==> config.mk <==
export PLATFORM = sky130hd
export DESIGN_NAME = multi_digit_ssd_counter_flat
export DESIGN_NICKNAME = d
export VERILOG_FILES = /design/src/rtl/multi_digit_ssd_counter_if.sv /design/src/rtl/multi_digit_ssd_counter.sv /design/src/flat_wrapper.sv
export SDC_FILE = /design/constraint.sdc
export NUM_CORES = 1
export LEC_CHECK = 0
export CAP_MARGIN = 10
export CORE_MARGIN = 5
export CORE_UTILIZATION = 40
export DETAILED_ROUTE_END_ITERATION = 12
export PLACE_DENSITY = 0.68
export RECOVER_POWER = 25
export SKIP_LAST_GASP = 1
export SLEW_MARGIN = 15
export SYNTH_ARGS = -nofsm -noshare
export SYNTH_HDL_FRONTEND = slang
export SYNTH_SLANG_ARGS = --single-unit
==> constraint.sdc <==
create_clock -name clk -period 4.2 [get_ports clk]
set_clock_uncertainty 0.2 [all_clocks]
set_input_delay 0.84 -clock clk [delete_from_list [all_inputs] [get_ports clk]]
set_output_delay 0.84 -clock clk [all_outputs]
set_load 0.03 [all_outputs]
==> src/rtl/multi_digit_ssd_counter_if.sv <==
// Bus bundle between board logic and the BCD counter / seven-segment display driver.
// The controller drives the counter controls; the counter returns its count and display signals.
interface multi_digit_ssd_counter_if #(
  parameter int unsigned NUM_DIGITS = 4
);

  logic                    en;
  logic                    up;
  logic                    clr;
  logic                    load;
  logic [4*NUM_DIGITS-1:0] load_val;
  logic [4*NUM_DIGITS-1:0] count;
  logic                    wrap;
  logic [6:0]              segments;
  logic [NUM_DIGITS-1:0]   dig_sel;

  modport master (
    output en, up, clr, load, load_val,
    input  count, wrap, segments, dig_sel
  );

  modport slave (
    input  en, up, clr, load, load_val,
    output count, wrap, segments, dig_sel
  );

endinterface

==> src/rtl/multi_digit_ssd_counter.sv <==
// N-digit BCD up/down counter with a multiplexed seven-segment display driver.
// Digits ripple by BCD carry/borrow from one shared count prescaler. A free-running scan
// counter steps through digit positions; digit select and displayed nibble update together.
// Segments are active-high in {g,f,e,d,c,b,a} order.
module multi_digit_ssd_counter #(
  parameter int unsigned NUM_DIGITS = 4,
  parameter int unsigned CLK_HZ     = 50_000_000,
  parameter int unsigned TICK_HZ    = 1,
  parameter int unsigned SCAN_HZ    = 240,
  parameter bit          BLANK_LZ   = 1'b0
) (
  input logic                       clk,
  input logic                       rst,
  multi_digit_ssd_counter_if.slave  bus
);

  localparam int unsigned TICK_DIV = CLK_HZ / TICK_HZ;
  localparam int unsigned SCAN_DIV = CLK_HZ / SCAN_HZ;
  localparam int unsigned PRESC_W  = (TICK_DIV > 1) ? $clog2(TICK_DIV) : 1;
  localparam int unsigned SCAN_W   = (SCAN_DIV > 1) ? $clog2(SCAN_DIV) : 1;
  localparam int unsigned IDX_W    = (NUM_DIGITS > 1) ? $clog2(NUM_DIGITS) : 1;
  localparam int unsigned CW       = 4 * NUM_DIGITS;

  localparam logic [PRESC_W-1:0]    PRESC_LAST = PRESC_W'(TICK_DIV - 1);
  localparam logic [SCAN_W-1:0]     SCAN_LAST  = SCAN_W'(SCAN_DIV - 1);
  localparam logic [IDX_W-1:0]      IDX_LAST   = IDX_W'(NUM_DIGITS - 1);
  localparam logic [NUM_DIGITS-1:0] DIG0_ON    = ~NUM_DIGITS'(1);

  // Segment_Selector: BCD nibble to {g,f,e,d,c,b,a}; non-BCD codes go dark.
  function automatic logic [6:0] segment_selector(input logic [3:0] nib);
    logic [6:0] seg;
    unique case (nib)
      4'd0:    seg = 7'h3F;
      4'd1:    seg = 7'h06;
      4'd2:    seg = 7'h5B;
      4'd3:    seg = 7'h4F;
      4'd4:    seg = 7'h66;
      4'd5:    seg = 7'h6D;
      4'd6:    seg = 7'h7D;
      4'd7:    seg = 7'h07;
      4'd8:    seg = 7'h7F;
      4'd9:    seg = 7'h6F;
      default: seg = 7'h00;
    endcase
    return seg;
  endfunction

  // Count path state
  logic [PRESC_W-1:0] presc_q, presc_d;
  logic [CW-1:0]      count_q, count_d;
  logic               wrap_q, wrap_d;
  logic               tick;
  logic [CW-1:0]      count_step;
  logic [CW-1:0]      load_clean;
  logic               all_nine;
  logic               all_zero;
  logic               ripple;

  // Scan path state
  logic [SCAN_W-1:0]     scan_q, scan_d;
  logic [IDX_W-1:0]      idx_q, idx_d;
  logic [IDX_W-1:0]      idx_nxt;
  logic [NUM_DIGITS-1:0] dig_sel_q, dig_sel_d;
  logic [3:0]            disp_q, disp_d;
  logic [3:0]            disp_nxt;
  logic                  lz;
  logic                  blank;

  // BCD ripple step, load sanitising and extreme-value detection
  always_comb begin
    count_step = count_q;
    load_clean = '0;
    all_nine   = 1'b1;
    all_zero   = 1'b1;
    ripple     = 1'b1;
    for (int i = 0; i < int'(NUM_DIGITS); i++) begin
      logic [3:0] dig;
      logic [3:0] lv;
      dig = count_q[4*i +: 4];
      lv  = bus.load_val[4*i +: 4];
      // A digit steps only while every lower digit sits at its terminal value.
      if (ripple) begin
        if (bus.up) begin
          count_step[4*i +: 4] = (dig == 4'd9) ? 4'd0 : dig + 4'd1;
          ripple = (dig == 4'd9);
        end else begin
          count_step[4*i +: 4] = (dig == 4'd0) ? 4'd9 : dig - 4'd1;
          ripple = (dig == 4'd0);
        end
      end
      load_clean[4*i +: 4] = (lv > 4'd9) ? 4'd0 : lv;
      all_nine = all_nine && (dig == 4'd9);
      all_zero = all_zero && (dig == 4'd0);
    end
  end

  // Next-state for prescaler, count and wrap: clr > load > tick
  always_comb begin
    tick    = bus.en && (presc_q == PRESC_LAST);
    presc_d = presc_q;
    count_d = count_q;
    wrap_d  = 1'b0;
    if (bus.clr) begin
      presc_d = '0;
      count_d = '0;
    end else if (bus.load) begin
      presc_d = '0;
      count_d = load_clean;
    end else if (bus.en) begin
      if (tick) begin
        presc_d = '0;
        count_d = count_step;
        wrap_d  = bus.up ? all_nine : all_zero;
      end else begin
        presc_d = presc_q + 1'b1;
      end
    end
  end

  // Count path registers
  always_ff @(posedge clk or posedge rst) begin
    if (rst) begin
      presc_q <= '0;
      count_q <= '0;
      wrap_q  <= 1'b0;
    end else begin
      presc_q <= presc_d;
      count_q <= count_d;
      wrap_q  <= wrap_d;
    end
  end

  // Next digit position, its nibble, and whether it is a blanked leading zero
  always_comb begin
    idx_nxt  = (idx_q == IDX_LAST) ? '0 : idx_q + 1'b1;
    disp_nxt = '0;
    lz       = 1'b1;
    for (int i = 0; i < int'(NUM_DIGITS); i++) begin
      if (idx_nxt == IDX_W'(i)) begin
        disp_nxt = count_q[4*i +: 4];
      end
      if ((IDX_W'(i) >= idx_nxt) && (count_q[4*i +: 4] != 4'd0)) begin
        lz = 1'b0;
      end
    end
    blank = BLANK_LZ && (idx_nxt != '0) && lz;
  end

  // Scan next-state: select and nibble only move on the switch edge
  always_comb begin
    scan_d    = scan_q;
    idx_d     = idx_q;
    dig_sel_d = dig_sel_q;
    disp_d    = disp_q;
    if (scan_q == SCAN_LAST) begin
      scan_d    = '0;
      idx_d     = idx_nxt;
      disp_d    = disp_nxt;
      dig_sel_d = blank ? '1 : ~(NUM_DIGITS'(1) << idx_nxt);
    end else begin
      scan_d = scan_q + 1'b1;
    end
  end

  // Scan path registers; independent of en, clr and load
  always_ff @(posedge clk or posedge rst) begin
    if (rst) begin
      scan_q    <= '0;
      idx_q     <= '0;
      dig_sel_q <= DIG0_ON;
      disp_q    <= '0;
    end else begin
      scan_q    <= scan_d;
      idx_q     <= idx_d;
      dig_sel_q <= dig_sel_d;
      disp_q    <= disp_d;
    end
  end

  assign bus.count    = count_q;
  assign bus.wrap     = wrap_q;
  assign bus.dig_sel  = dig_sel_q;
  assign bus.segments = segment_selector(disp_q);

endmodule

==> src/flat_wrapper.sv <==
// flat-port wrapper written by rule: the top's interface ports become plain ports
module multi_digit_ssd_counter_flat 
#(
  parameter int unsigned NUM_DIGITS = 4,
  parameter int unsigned CLK_HZ     = 50_000_000,
  parameter int unsigned TICK_HZ    = 1,
  parameter int unsigned SCAN_HZ    = 240,
  parameter bit          BLANK_LZ   = 1'b0
)
  (clk, rst, bus_en, bus_up, bus_clr, bus_load, bus_load_val, bus_count, bus_wrap, bus_segments, bus_dig_sel);
  multi_digit_ssd_counter_if #(.NUM_DIGITS(NUM_DIGITS)) bus_i ();
  input logic clk;
  input logic rst;
  input wire logic [$bits(bus_i.en)-1:0] bus_en;
  input wire logic [$bits(bus_i.up)-1:0] bus_up;
  input wire logic [$bits(bus_i.clr)-1:0] bus_clr;
  input wire logic [$bits(bus_i.load)-1:0] bus_load;
  input wire logic [$bits(bus_i.load_val)-1:0] bus_load_val;
  output wire logic [$bits(bus_i.count)-1:0] bus_count;
  output wire logic [$bits(bus_i.wrap)-1:0] bus_wrap;
  output wire logic [$bits(bus_i.segments)-1:0] bus_segments;
  output wire logic [$bits(bus_i.dig_sel)-1:0] bus_dig_sel;
  assign bus_i.en = bus_en;
  assign bus_i.up = bus_up;
  assign bus_i.clr = bus_clr;
  assign bus_i.load = bus_load;
  assign bus_i.load_val = bus_load_val;
  assign bus_count = bus_i.count;
  assign bus_wrap = bus_i.wrap;
  assign bus_segments = bus_i.segments;
  assign bus_dig_sel = bus_i.dig_sel;
  multi_digit_ssd_counter #(.NUM_DIGITS(NUM_DIGITS), .CLK_HZ(CLK_HZ), .TICK_HZ(TICK_HZ), .SCAN_HZ(SCAN_HZ), .BLANK_LZ(BLANK_LZ)) u_core (.clk(clk), .rst(rst), .bus(bus_i));
endmodule
==> results of run 1 <==
[layout by cell type, fill, tap and decap left out, types with 6 or more instances in the layout]
| master | synthesis | routed |
|---|---|---|
| a31oi_1 | 11 | 11 |
| xor2_1 | 21 | 21 |
| and3_1 | 8 | 8 |
| clkdlybuf4s50_1 | 0 | 48 |
| nand2b_1 | 7 | 7 |
| a21oi_1 | 22 | 22 |
| clkbuf_16 | 0 | 9 |
| nand4_1 | 13 | 13 |
| ha_1 | 25 | 25 |
| o22ai_1 | 6 | 6 |
| nand3_1 | 29 | 29 |
| buf_4 | 0 | 7 |
| nor3_1 | 10 | 10 |
| dfrtp_1 | 68 | 68 |
| mux2i_1 | 8 | 8 |
| nor2_1 | 68 | 68 |
| inv_1 | 29 | 29 |
| nand2_1 | 52 | 52 |
| xnor2_1 | 25 | 25 |
| o21ai_0 | 25 | 25 |
| nor4_1 | 11 | 11 |
[power groups by stage]
stage | Combinational, mW | Sequential, mW | Clock, mW
2_1_floorplan | 0.135 | 0.742 | 0
3_3_place_gp | 0.225 | 0.734 | 0
3_5_place_dp | 0.229 | 0.735 | 0
4_1_cts | 0.230 | 0.722 | 0.807
5_1_grt | 0.251 | 0.726 | 0.833
6_report | 0.229 | 0.723 | 0.797
[sequential cells by signal (all words and copies together), names as in the netlist]
name	flops
u_core.presc_q	26
u_core.scan_q	18
u_core.bus.count	16
u_core.bus.dig_sel	4
u_core.disp_q	4
u_core.idx_q	2
u_core.bus.wrap	1
[metal layers]
layer | share of wire | GRT usage | vias to the layer above
li1 | - | - | 2022
met1 | 0.44 | 0.212 | 2024
met2 | 0.50 | 0.287 | 93
met3 | 0.044 | 0.0351 | 15
met4 | 0.013 | 0.0485 | 0
met5 | 0 | 0 | -
[worst reg2reg max path: stages, from the launching register on]
cell	delay, ps
dfrtp_1	460
inv_1	160
ha_1	270
or3b_2	490
a221oi_2	310
nand3_2	170
o21ai_4	270
mux2_2	360
[final cells by class]
type	instances	area (um2)	share of cell area
well taps	143	179	0.0315
inverters	29	109	0.0192
multi-input cells	424	2750	0.485
repair buffers	56	543	0.0956
flip-flops and latches	71	1780	0.314
clock inverters	5	62.6	0.0110
clock buffers	11	253	0.0445
[cells by family (layout without fill, tap and decap cells)]
kind of cell,after synthesis,in the layout,synth area share
flops,71,71,0.375
buf+inv,54,101,0.0451
xor+xnor,46,46,0.0849
fa+ha+maj,25,25,0.0659
simple gates,240,240,0.262
mux,12,12,0.0264
compound gates,101,101,0.140
[stage by stage]
stage           util  hold WS, ps
4_1_cts        0.494          282
6_report       0.493          274
3_5_place_dp   0.466          270
5_1_grt        0.493          299
2_1_floorplan      -          260
3_3_place_gp   0.466          259
[worst max path at each step]
stage	from	to	slack, ps	depth (start not counted)
6_report	u_core.disp_q[1]$_DFFE_PP0N_	bus_segments[5]	1010	6
5_1_grt	u_core.disp_q[1]$_DFFE_PP0N_	bus_segments[0]	880	6
4_1_cts	u_core.disp_q[1]$_DFFE_PP0N_	bus_segments[5]	990	6
3_5_place_dp	bus_up	u_core.bus.count[12]$_DFFE_PP0P_	740	7
3_3_place_gp	bus_up	u_core.bus.count[12]$_DFFE_PP0P_	790	7
2_1_floorplan	rst	u_core.bus.count[0]$_DFFE_PP0P_	1370	1
==> flow_summary.yaml, run 1 <==
worst_setup_path:
  rr_worst_depth: 7
  path_class: "reg2out"
  critical_path_arrival_ps: 2150
  crit_buf_inv: 3
  cp_max_fo: 7
  cpPeakStageDelay_ps: 700
  crit_path_end_kind: "output pin"
  critPathMostFrequentCell: "inv_1"
  r2r_start: "u_core.bus.count[5]$_DFFE_PP0P_"
  critPathLaunchType: "register"
  cp_top_family: "buffers and inverters"
  critPathSlowestCell: "clkdlybuf4s50_1"
  rrSetupSlack_ps: 1390
  rr_endpoint: "u_core.bus.count[12]$_DFFE_PP0P_"
  required_ps: 3160
  crit_chain: "inv_1 -> ha_1 -> inv_1 -> o21a_1 -> o22ai_1 -> clkdlybuf4s50_1"
synth:
  synth.avg_cell_area_um2: 8.65
  synthTopCellsByArea: "dfrtp_1 (36%), ha_1 (6.6%), nor2_1 (5.4%)"
  syn_nets: 596
  synth_edf_count: 0
  seq_area_frac_synth: 0.375
  yosysUniqueCellTypes: 61
  ys.flop_type: "dfrtp_1"
  synth_top_area_frac: 0.358
  yosysTopAreaCell: "dfrtp_1"
  synthArstFlopShare: 1.00
  synth_common_cells: "dfrtp_1 (68), nor2_1 (68), nand2_1 (52)"
  synth_cells: 549
  synth_area_um2: 4750
  synth_warnings: 0
  ys_seq_elements: 71
clock_tree:
  cts_tree: "built"
  cts_hold_buf: 0
  cts_buffers: 9
  h-tree-depth: 3
  ctsResizeCount: 0
  cts_root_buf: "clkbuf_16"
  clock_latency_ps: 330
  cts_setup_buffers: 0
  cts.sinks: 71
  clkTransAtPathRegs_ps: 60
  ctsLongestPathBuffers: 2
timing:
  tightest_slew_ps: 1410
  fmax_mhz: 314
  worst_slack_ps: 1010
  post-route-period-util: 0.759
  setup_viol: 0
  final_hold_viol_count: 0
  rsz0062_at_grt: "no"
  drv_slew: 0
  relSlewSlack: 0.0563
  finalSetupTns_ps: 0
  min_period_ps: 3190
floorplan:
  num_rows: 39
  start_util: 0.412
  io_pins: 50
  die_area_um2: 14100
  die_h_um: 119
  die_w_um: 119
  core_area_um2: 11500
power:
  pwr-share-seq: 0.414
  finalPower_mw: 1.75
  cellLeakagePower_nw: 2.32
  pwr-share-clk: 0.456
  irDropWorstVdd_uv: 165
  combPwrFrac: 0.131
  p_sw_frac: 0.262
  p_per_area_nw_per_um2: 308
  switchingPower_mw: 0.459
  internal_power_mw: 1.29
cells_and_area:
  finish.instance_area_um2: 5680
  antennaDiodeCount: 0
  fin_cells: 739
  nets: 638
  n_fill_cell: 1111
  final_layout_size_suffix_gt1_frac: 0.0822
  syn_to_final_growth_pct: 19.6
min_path:
  hp-class: "reg2reg"
  hp-start: "u_core.bus.dig_sel[3]$_DFFE_PP1N_"
  hold-path-cell-count: 2
  min_to: "u_core.bus.dig_sel[3]$_DFFE_PP1N_"
run:
  max_cap_viol_count: 0
global_route:
  grt-ovfl-total: 0
  grt_max_degree: 39
  grt_pass1_wl_mm: 19.7
  antenna_found_initial: 0
  grt_pass1_vias: 4057
  grt_use_total: 0.167
route:
  first_pass_iters: 5
  routed_wl_mm: 11.5
  drt-initial-drc-count: 288
  ant_nets: 0
  via_per_inst: 5.62
  post-route-drc-count: 0
  vias: 4154
  wl_per_cell_um: 15.5
placement:
  gp_congestion: 0.841
  placed_area_um2: 5370
  dp.cells: 723
  io_buffers: 49
  hpwl_mm: 8.46
  dp_slack_ps: 736
status:
  outcome: "finished clean"
(Power assumes the default switching activity.)
==> run 2, diff against run 1 <==
Settings changed: PLACE_DENSITY 0.68 to 0.7.
Clock period 4.2 ns to 2.8 ns, I/O delays scaled along.
==> run 2 against run 1 <==
Effect of this change:
- design area increased by 2.6%
- non-clock buffer count grew 19
- critical path depth decreased by 1
- hold slack lost 7.4 ps
- sequential share of layout area fell by 0.79 points
- clock power grew 46%
- combinational power up 64%
- flip-flop and latch count unchanged
- wire length grew 5.4%
- first-iteration DRC count increased by 20%
- global-route usage up 0.71 points
- count of clock-buffer cells in the layout unchanged
- critical path type unchanged
- critical endpoint is now bus_segments[4]
==> flow_summary.yaml, run 2 (same netlist as run 1, synthesis figures left out) <==
clock_tree:
  cts.sinks: 71
  cts_buffers: 9
  cts_hold_buf: 0
  cts_tree: "built"
  ctsLongestPathBuffers: 2
  clock_latency_ps: 340
  cts_setup_buffers: 0
  h-tree-depth: 3
  ctsResizeCount: 2
  cts_root_buf: "clkbuf_16"
  clkTransAtPathRegs_ps: 60
cells_and_area:
  largest_register_ffs: 26
  largest_register: "u_core.presc_q"
  fin_cells: 758
  nets: 657
  syn_to_final_growth_pct: 22.7
  finish.instance_area_um2: 5830
  antennaDiodeCount: 0
  layout_common_cells: "nor2_1 (68), dfrtp_1 (68), nand2_1 (52), clkdlybuf4s50_1 (43)"
  final_layout_size_suffix_gt1_frac: 0.109
power:
  p_per_area_nw_per_um2: 448
  internal_power_mw: 1.92
  p_sw_frac: 0.265
  combPwrFrac: 0.144
  finalPower_mw: 2.61
  irDropWorstVdd_uv: 265
  cellLeakagePower_nw: 2.41
  pwr-share-clk: 0.445
  pwr-share-seq: 0.411
  switchingPower_mw: 0.692
worst_setup_path:
  timing.critical_path.from: "u_core.disp_q[0]$_DFFE_PP0N_"
  cp_max_fo: 4
  endpoint: "bus_segments[4]"
  r2r_start: "u_core.bus.count[5]$_DFFE_PP0P_"
  crit_path_end_kind: "output pin"
  critical_path_arrival_ps: 1930
  path_class: "reg2out"
  required_ps: 2040
  rr_endpoint: "u_core.bus.count[15]$_DFFE_PP0P_"
  critPathLaunchType: "register"
  rr_worst_depth: 7
  rrSetupSlack_ps: 120
timing:
  relSlewSlack: 0.386
  tightest_slew_ps: 920
  drv_slew: 0
  finalSetupTns_ps: 0
  rsz0062_at_grt: "no"
  min_period_ps: 2690
  fmax_mhz: 372
  worst_slack_ps: 109
  post-route-period-util: 0.961
  final_hold_viol_count: 0
  setup_viol: 0
route:
  post-route-drc-count: 0
  drt-initial-drc-count: 345
  first_pass_iters: 5
  via_per_inst: 5.61
  wl_per_cell_um: 16.0
  vias: 4251
  ant_nets: 0
  routed_wl_mm: 12.1
global_route:
  antenna_found_initial: 0
  grt_use_total: 0.174
  grt_pass1_wl_mm: 20.6
  grt_max_degree: 40
  grt-ovfl-total: 0
  grt_pass1_vias: 4193
floorplan:
  die_area_um2: 14100
  start_util: 0.412
  core_area_um2: 11500
  num_rows: 39
  io_pins: 50
  die_h_um: 119
  die_w_um: 119
min_path:
  hp-class: "reg2reg"
run:
  max_cap_viol_count: 0
placement:
  placed_area_um2: 5540
  dp_slack_ps: -186
  io_buffers: 49
  hpwl_mm: 8.87
  dp.cells: 742
  gp_congestion: 0.889
status:
  outcome: "finished clean"
==> run 2: cell types whose count changed in the layout (fill, tap and decap cells not counted), moves of 2 or more <==
| cell | change |
|---|---|
| buf_4 | +16 |
| clkinv_2 | +2 |
| dlymetal6s2s_1 | +3 |
| clkdlybuf4s50_1 | -5 |
| clkinvlp_4 | -2 |
| clkbuf_1 | +2 |
| clkinv_4 | +2 |
| dlygate4sd2_1 | +2 |
| inv_6 | -2 |
==> run 2: through the flow <==
| step | util | hold slack [ps] |
|---|---|---|
| floorplan | - | 260 |
| global placement | 0.481 | 260 |
| CTS | 0.507 | 274 |
| finish | 0.506 | 267 |
| detailed placement | 0.481 | 264 |
| global route | 0.506 | 299 |
==> run 2: how the worst min path moves through the flow <==
| stage | from | end | slack, ps | depth (start not counted) |
|---|---|---|---|---|
| 2_1_floorplan | u_core.scan_q[15]$_DFF_PP0_ | u_core.scan_q[15]$_DFF_PP0_ | 260 | 1 |
| 3_3_place_gp | u_core.bus.dig_sel[3]$_DFFE_PP1N_ | u_core.bus.dig_sel[3]$_DFFE_PP1N_ | 260 | 2 |
| 3_5_place_dp | u_core.bus.dig_sel[3]$_DFFE_PP1N_ | u_core.bus.dig_sel[3]$_DFFE_PP1N_ | 260 | 2 |
| 4_1_cts | u_core.bus.dig_sel[3]$_DFFE_PP1N_ | u_core.bus.dig_sel[3]$_DFFE_PP1N_ | 270 | 2 |
| 5_1_grt | u_core.bus.dig_sel[3]$_DFFE_PP1N_ | u_core.bus.dig_sel[3]$_DFFE_PP1N_ | 300 | 2 |
| 6_report | u_core.bus.dig_sel[3]$_DFFE_PP1N_ | u_core.bus.dig_sel[3]$_DFFE_PP1N_ | 270 | 2 |
==> run 2: critical path: stages (launching register included) <==
cell and delay, ps:
dfrtp_1 410, inv_1 140, ha_1 160, inv_1 50
o22ai_1 160, clkdlybuf4s50_1 690
==> run 2: power groups by stage <==
stage	Combinational (mW)	Clock, mW	Sequential [mW]
after floorplan	0.202	0	1.11
after global placement	0.368	0	1.09
after detailed placement	0.377	0	1.09
after CTS	0.379	1.18	1.07
after global routing	0.410	1.23	1.08
final	0.376	1.16	1.07
==> run 2: area by class of cell <==
class / instances / area, um2
inverter: 29 / 109
tap: 143 / 179
fill: 1077 / 5690
clock buffer: 11 / 243
clock inverter: 5 / 57.6
sequential: 71 / 1780
timing repair buffer: 75 / 699
multi-input combinational: 424 / 2760
==> run 2: metal layers <==
layer	part of all wire	routed length (um)	vias up	global-route usage
met3	0.056	682	23	0.0332
met2	0.47	5640	131	0.283
met1	0.46	5520	2036	0.229
met5	0	0	-	0
met4	0.022	271	0	0.0681
li1	-	-	2061	-
==> run 3, diff against run 2 <==
Settings changed: CORE_UTILIZATION 40 to 52, PLACE_DENSITY 0.7 to 0.85.
==> run 3 against run 2 <==
Effect of this change:
- hold slack improved by 3.2 ps
- count of clock-buffer cells in the layout fell by 1
- critical path depth up 1
- sequential power hardly changed
- power decreased by 14%
- cell count is 4.6% lower
- first-iteration DRC count fell by 14%
- largest power group is now sequential cells
==> flow_summary.yaml, run 3 (same netlist as run 1, synthesis figures left out) <==
status:
  outcome: "finished clean"
global_route:
  grt_pass1_wl_mm: 20.4
  grt_pass1_vias: 4295
  grt_max_degree: 28
  antenna_found_initial: 0
  grt-ovfl-total: 0
  grt_use_total: 0.222
power:
  combPwrFrac: 0.168
  irDropWorstVdd_uv: 283
  p_per_area_nw_per_um2: 395
  p_sw_frac: 0.281
  pwr-share-seq: 0.478
  cellLeakagePower_nw: 2.38
  switchingPower_mw: 0.631
  internal_power_mw: 1.61
  finalPower_mw: 2.24
  pwr-share-clk: 0.354
floorplan:
  die_w_um: 106
  die_h_um: 106
  io_pins: 50
  start_util: 0.539
  die_area_um2: 11100
  num_rows: 34
  core_area_um2: 8810
worst_setup_path:
  crit_buf_inv: 1
  cp_max_fo: 4
  critical_path_arrival_ps: 2710
  rr_worst_depth: 7
  cp_top_family: "simple AND/OR/NAND/NOR gates"
  required_ps: 2830
  critPathSlowestCell: "or4b_4"
  crit_chain: "clkdlybuf4s50_1 -> or4b_4 -> a221oi_2 -> nand3_2 -> o21ai_4 -> mux2_2"
  r2r_start: "u_core.bus.count[5]$_DFFE_PP0P_"
  path_class: "in2reg"
  rrSetupSlack_ps: 130
  cpPeakStageDelay_ps: 560
  critPathLaunchType: "input pin"
  rr_endpoint: "u_core.bus.count[12]$_DFFE_PP0P_"
  crit_path_end_kind: "register"
cells_and_area:
  syn_to_final_growth_pct: 19.7
  fin_cells: 723
  final_layout_size_suffix_gt1_frac: 0.111
  largest_register: "u_core.presc_q"
  nets: 657
  largest_register_ffs: 26
  antennaDiodeCount: 0
  layout_common_cells: "nor2_1 (68), dfrtp_1 (68), nand2_1 (52), clkdlybuf4s50_1 (41)"
min_path:
  min_to: "u_core.bus.dig_sel[3]$_DFFE_PP1N_"
  hp-start: "u_core.bus.dig_sel[3]$_DFFE_PP1N_"
  hold-path-cell-count: 2
  hp-class: "reg2reg"
placement:
  dp.cells: 707
  io_buffers: 49
  hpwl_mm: 9.07
  dp_slack_ps: -228
  gp_congestion: 0.897
timing:
  rsz0062_at_grt: "no"
  final_hold_viol_count: 0
  relSlewSlack: 0.315
  worst_slack_ps: 118
  drv_slew: 0
  setup_viol: 0
  tightest_slew_ps: 1030
  fmax_mhz: 373
  post-route-period-util: 0.958
  min_period_ps: 2680
  finalSetupTns_ps: 0
clock_tree:
  clock_latency_ps: 350
  cts_root_buf: "clkbuf_8"
  cts.sinks: 71
  ctsLongestPathBuffers: 2
  cts_tree: "built"
  clkTransAtPathRegs_ps: 70
  h-tree-depth: 3
  cts_setup_buffers: 0
  ctsResizeCount: 4
  cts_hold_buf: 0
  cts_buffers: 9
route:
  first_pass_iters: 5
  wl_per_cell_um: 16.7
  vias: 4356
  drt-initial-drc-count: 296
  post-route-drc-count: 0
  routed_wl_mm: 12.1
  ant_nets: 0
  via_per_inst: 6.02
run:
  max_cap_viol_count: 0
-- run 3: how the worst max path moves through the flow --
stage	start	to	depth (start not counted)
floorplan	u_core.bus.count[5]$_DFFE_PP0P_	u_core.bus.count[12]$_DFFE_PP0P_	7
global placement	bus_up	u_core.bus.count[13]$_DFFE_PP0P_	6
detailed placement	bus_up	u_core.bus.count[12]$_DFFE_PP0P_	6
CTS	u_core.disp_q[1]$_DFFE_PP0N_	bus_segments[2]	5
global route	bus_up	u_core.bus.count[13]$_DFFE_PP0P_	7
finish	bus_up	u_core.bus.count[12]$_DFFE_PP0P_	6
-- run 3: per-layer routing --
| layer | wire (um) | vias to the layer above | GRT usage |
|---|---|---|---|
| met3 | 636 | 27 | 0.0477 |
| li1 | - | 2058 | - |
| met5 | 0 | - | 0 |
| met1 | 4960 | 2115 | 0.267 |
| met4 | 312 | 0 | 0.0971 |
| met2 | 6200 | 156 | 0.381 |
-- run 3: cell type report --
| cell class | count | area [um2] |
|---|---|---|
| Inverter | 29 | 109 |
| Tap cell | 108 | 135 |
| Timing Repair Buffer | 75 | 711 |
| Clock inverter | 6 | 61.3 |
| Clock buffer | 10 | 128 |
| Multi-Input combinational cell | 424 | 2760 |
| Sequential cell | 71 | 1780 |
| Fill cell | 701 | 3120 |
-- run 3: power groups by stage --
stage / Sequential, mW / Combinational [mW] / Clock [mW]
floorplan: 1.11 / 0.202 / 0
global placement: 1.09 / 0.364 / 0
detailed placement: 1.09 / 0.375 / 0
CTS: 1.07 / 0.378 / 0.805
global route: 1.08 / 0.410 / 0.868
finish: 1.07 / 0.377 / 0.794
-- run 3: stage by stage --
step                      area [um2]  hold slack (ps)   util
after floorplan                 4750              260      -
after global placement          5510              258  0.625
after CTS                       5690              272  0.646
after global routing            5680              292  0.645
after detailed placement        5510              260  0.625
final                           5680              270  0.645
-- run 3: worst register-to-register path: stages (launching register included) --
cell and delay, ps:
dfrtp_1 390, inv_1 110, ha_1 270, or3b_2 480
a221oi_2 330, nand3_2 160, o21ai_4 250, mux2_2 360
==> patch, RTL diff (settings of run 1) <==
Register the output `bus.segments`; this adds one clock of latency there.
--- a/src/rtl/multi_digit_ssd_counter.sv
+++ b/src/rtl/multi_digit_ssd_counter.sv
@@ -182,3 +182,5 @@
   assign bus.dig_sel  = dig_sel_q;
-  assign bus.segments = segment_selector(disp_q);
+  always_ff @(posedge clk) begin
+    bus.segments <= segment_selector(disp_q);
+  end
 
Formal check against the unedited RTL: no difference found for any inputs over 10 cycles, from zero or initial values and one cycle with rst high; that may be too few to reach the edited logic, so the function may still have changed.
==> patch against run 1 <==
  * Total power is 5.2% higher
  * Highest routed layer unchanged
  * Worst setup slack worse by 110 ps
  * Critical endpoint is now u_core.bus.count[12]$_DFFE_PP0P_
  * Wire length up 5.9%
  * Cell area is 3.6% higher
  * Sequential cell count up 7
  * First-iteration DRC count increased by 7.3%
  * Area after synthesis grew 4.1%
  * Largest cell class unchanged
==> patch: results (changes against run 1) <==
Resized Gates After CTS 0 (unchanged); footprint of the multi-input gates 2760 µm² (+0.41%); Distinct cells, synth 62 (+1.6%); Net Switching 488 µW (+6.3%); Placed Instances 758 (+4.8%); Final min period 3300 ps (+109 ps); CP Data Arrival Time 3330 ps (+1180 ps); Max rail drop VDD 189 µV (+14%); M2 GR Usage 28.2% (-0.50 points); final wirelength 12200 µm (+5.9%); Post-Place Cell Area 5570 µm² (+3.6%); vias in the first global route 4306 (+6.1%); R2R Path Start u_core.bus.count[0]$_DFFE_PP0P_; syn nets 608 (+2.0%); Worst path max stage delay 660 ps (-40 ps); FFs w/ async S/R, synth 91.0% (-9.0 points); fraction of layout cells with a size suffix above 1 7.76% (-0.47 points); Repair and plain buffers 55 (-1.8%); vias per cell 5.59 (-0.55%); CP top delay family simple AND/OR/NAND/NOR gates; register share of total power 42.9% (+1.5 points); RD Place Congestion 0.871 (+3.6%); first-pass GRT wire length 20800 µm (+5.6%); worst slew pin tran 1460 ps (+41.9 ps); Initial DRC Count 309 (+7.3%); #MultiIn Comb 421 (-0.71%); met1 usage 22.7% (+1.6 points); fraction of area in registers 32.6% (+1.3 points); Pwr Density 313 nW/µm² (+1.6%); HPWL after detailed placement 8760 µm (+3.5%); nets@finish 648 (+1.6%); DP Worst Slack 571 ps (-164 ps); GR Layer Usage met3 3.22% (-0.29 points); Fill cells 1123 (+1.1%); largest net degree at the start of global routing 37 (-5.1%); Lkg Pwr 0.00233 µW (+0.68%); total track usage 17.4% (+0.72 points); Crit. End Element flop; Mapped Cells 561 (+2.2%); status completed; layout clock buffer count 12 (+1); Inverters excl. clock 36 (+24%); commonest cells in the netlist 68 x dfrtp_1, 53 x nand2_1, 51 x nor2_1; Worst R2R Setup Slack 1020 ps (-370 ps); WL/cell 15.7 µm (+1.1%); CP max-delay cell or4b_2; Comb. pwr 225 µW (-2%); synth top area cells dfrtp_1 34%, ha_1 6.3%, xnor2_1 5.0%; clock-cell share of area 5.42% (-0.13 points); Seq/Total Area, Yosys 38.9% (+1.4 points)
==> patch: changes by cell type in the layout (fill, tap and decap cells not counted), moves of 6 or more <==
cell,run 1,this run
nor2_1,68,51
o21ai_0,25,34
nor3_1,10,18
xor2_1,21,13
dfxtp_1,0,7
inv_1,29,35
==> patch: cells by family (layout without fill, tap and decap cells) <==
| group | after synthesis | after routing | share of synthesized area, % |
|---|---|---|---|
| compound gates | 117 | 117 | 15.2 |
| xor+xnor | 41 | 41 | 7.27 |
| fa+ha+maj | 25 | 25 | 6.33 |
| buf+inv | 62 | 107 | 5.17 |
| flops | 78 | 78 | 38.9 |
| mux | 12 | 12 | 3.06 |
| simple gates | 226 | 226 | 24.1 |
==> patch: metal layers <==
metal | wire length, µm | vias up
met3 | 554 | 27
li1 | - | 2085
met2 | 5850 | 112
met5 | 0 | -
met1 | 5440 | 2103
met4 | 321 | 0
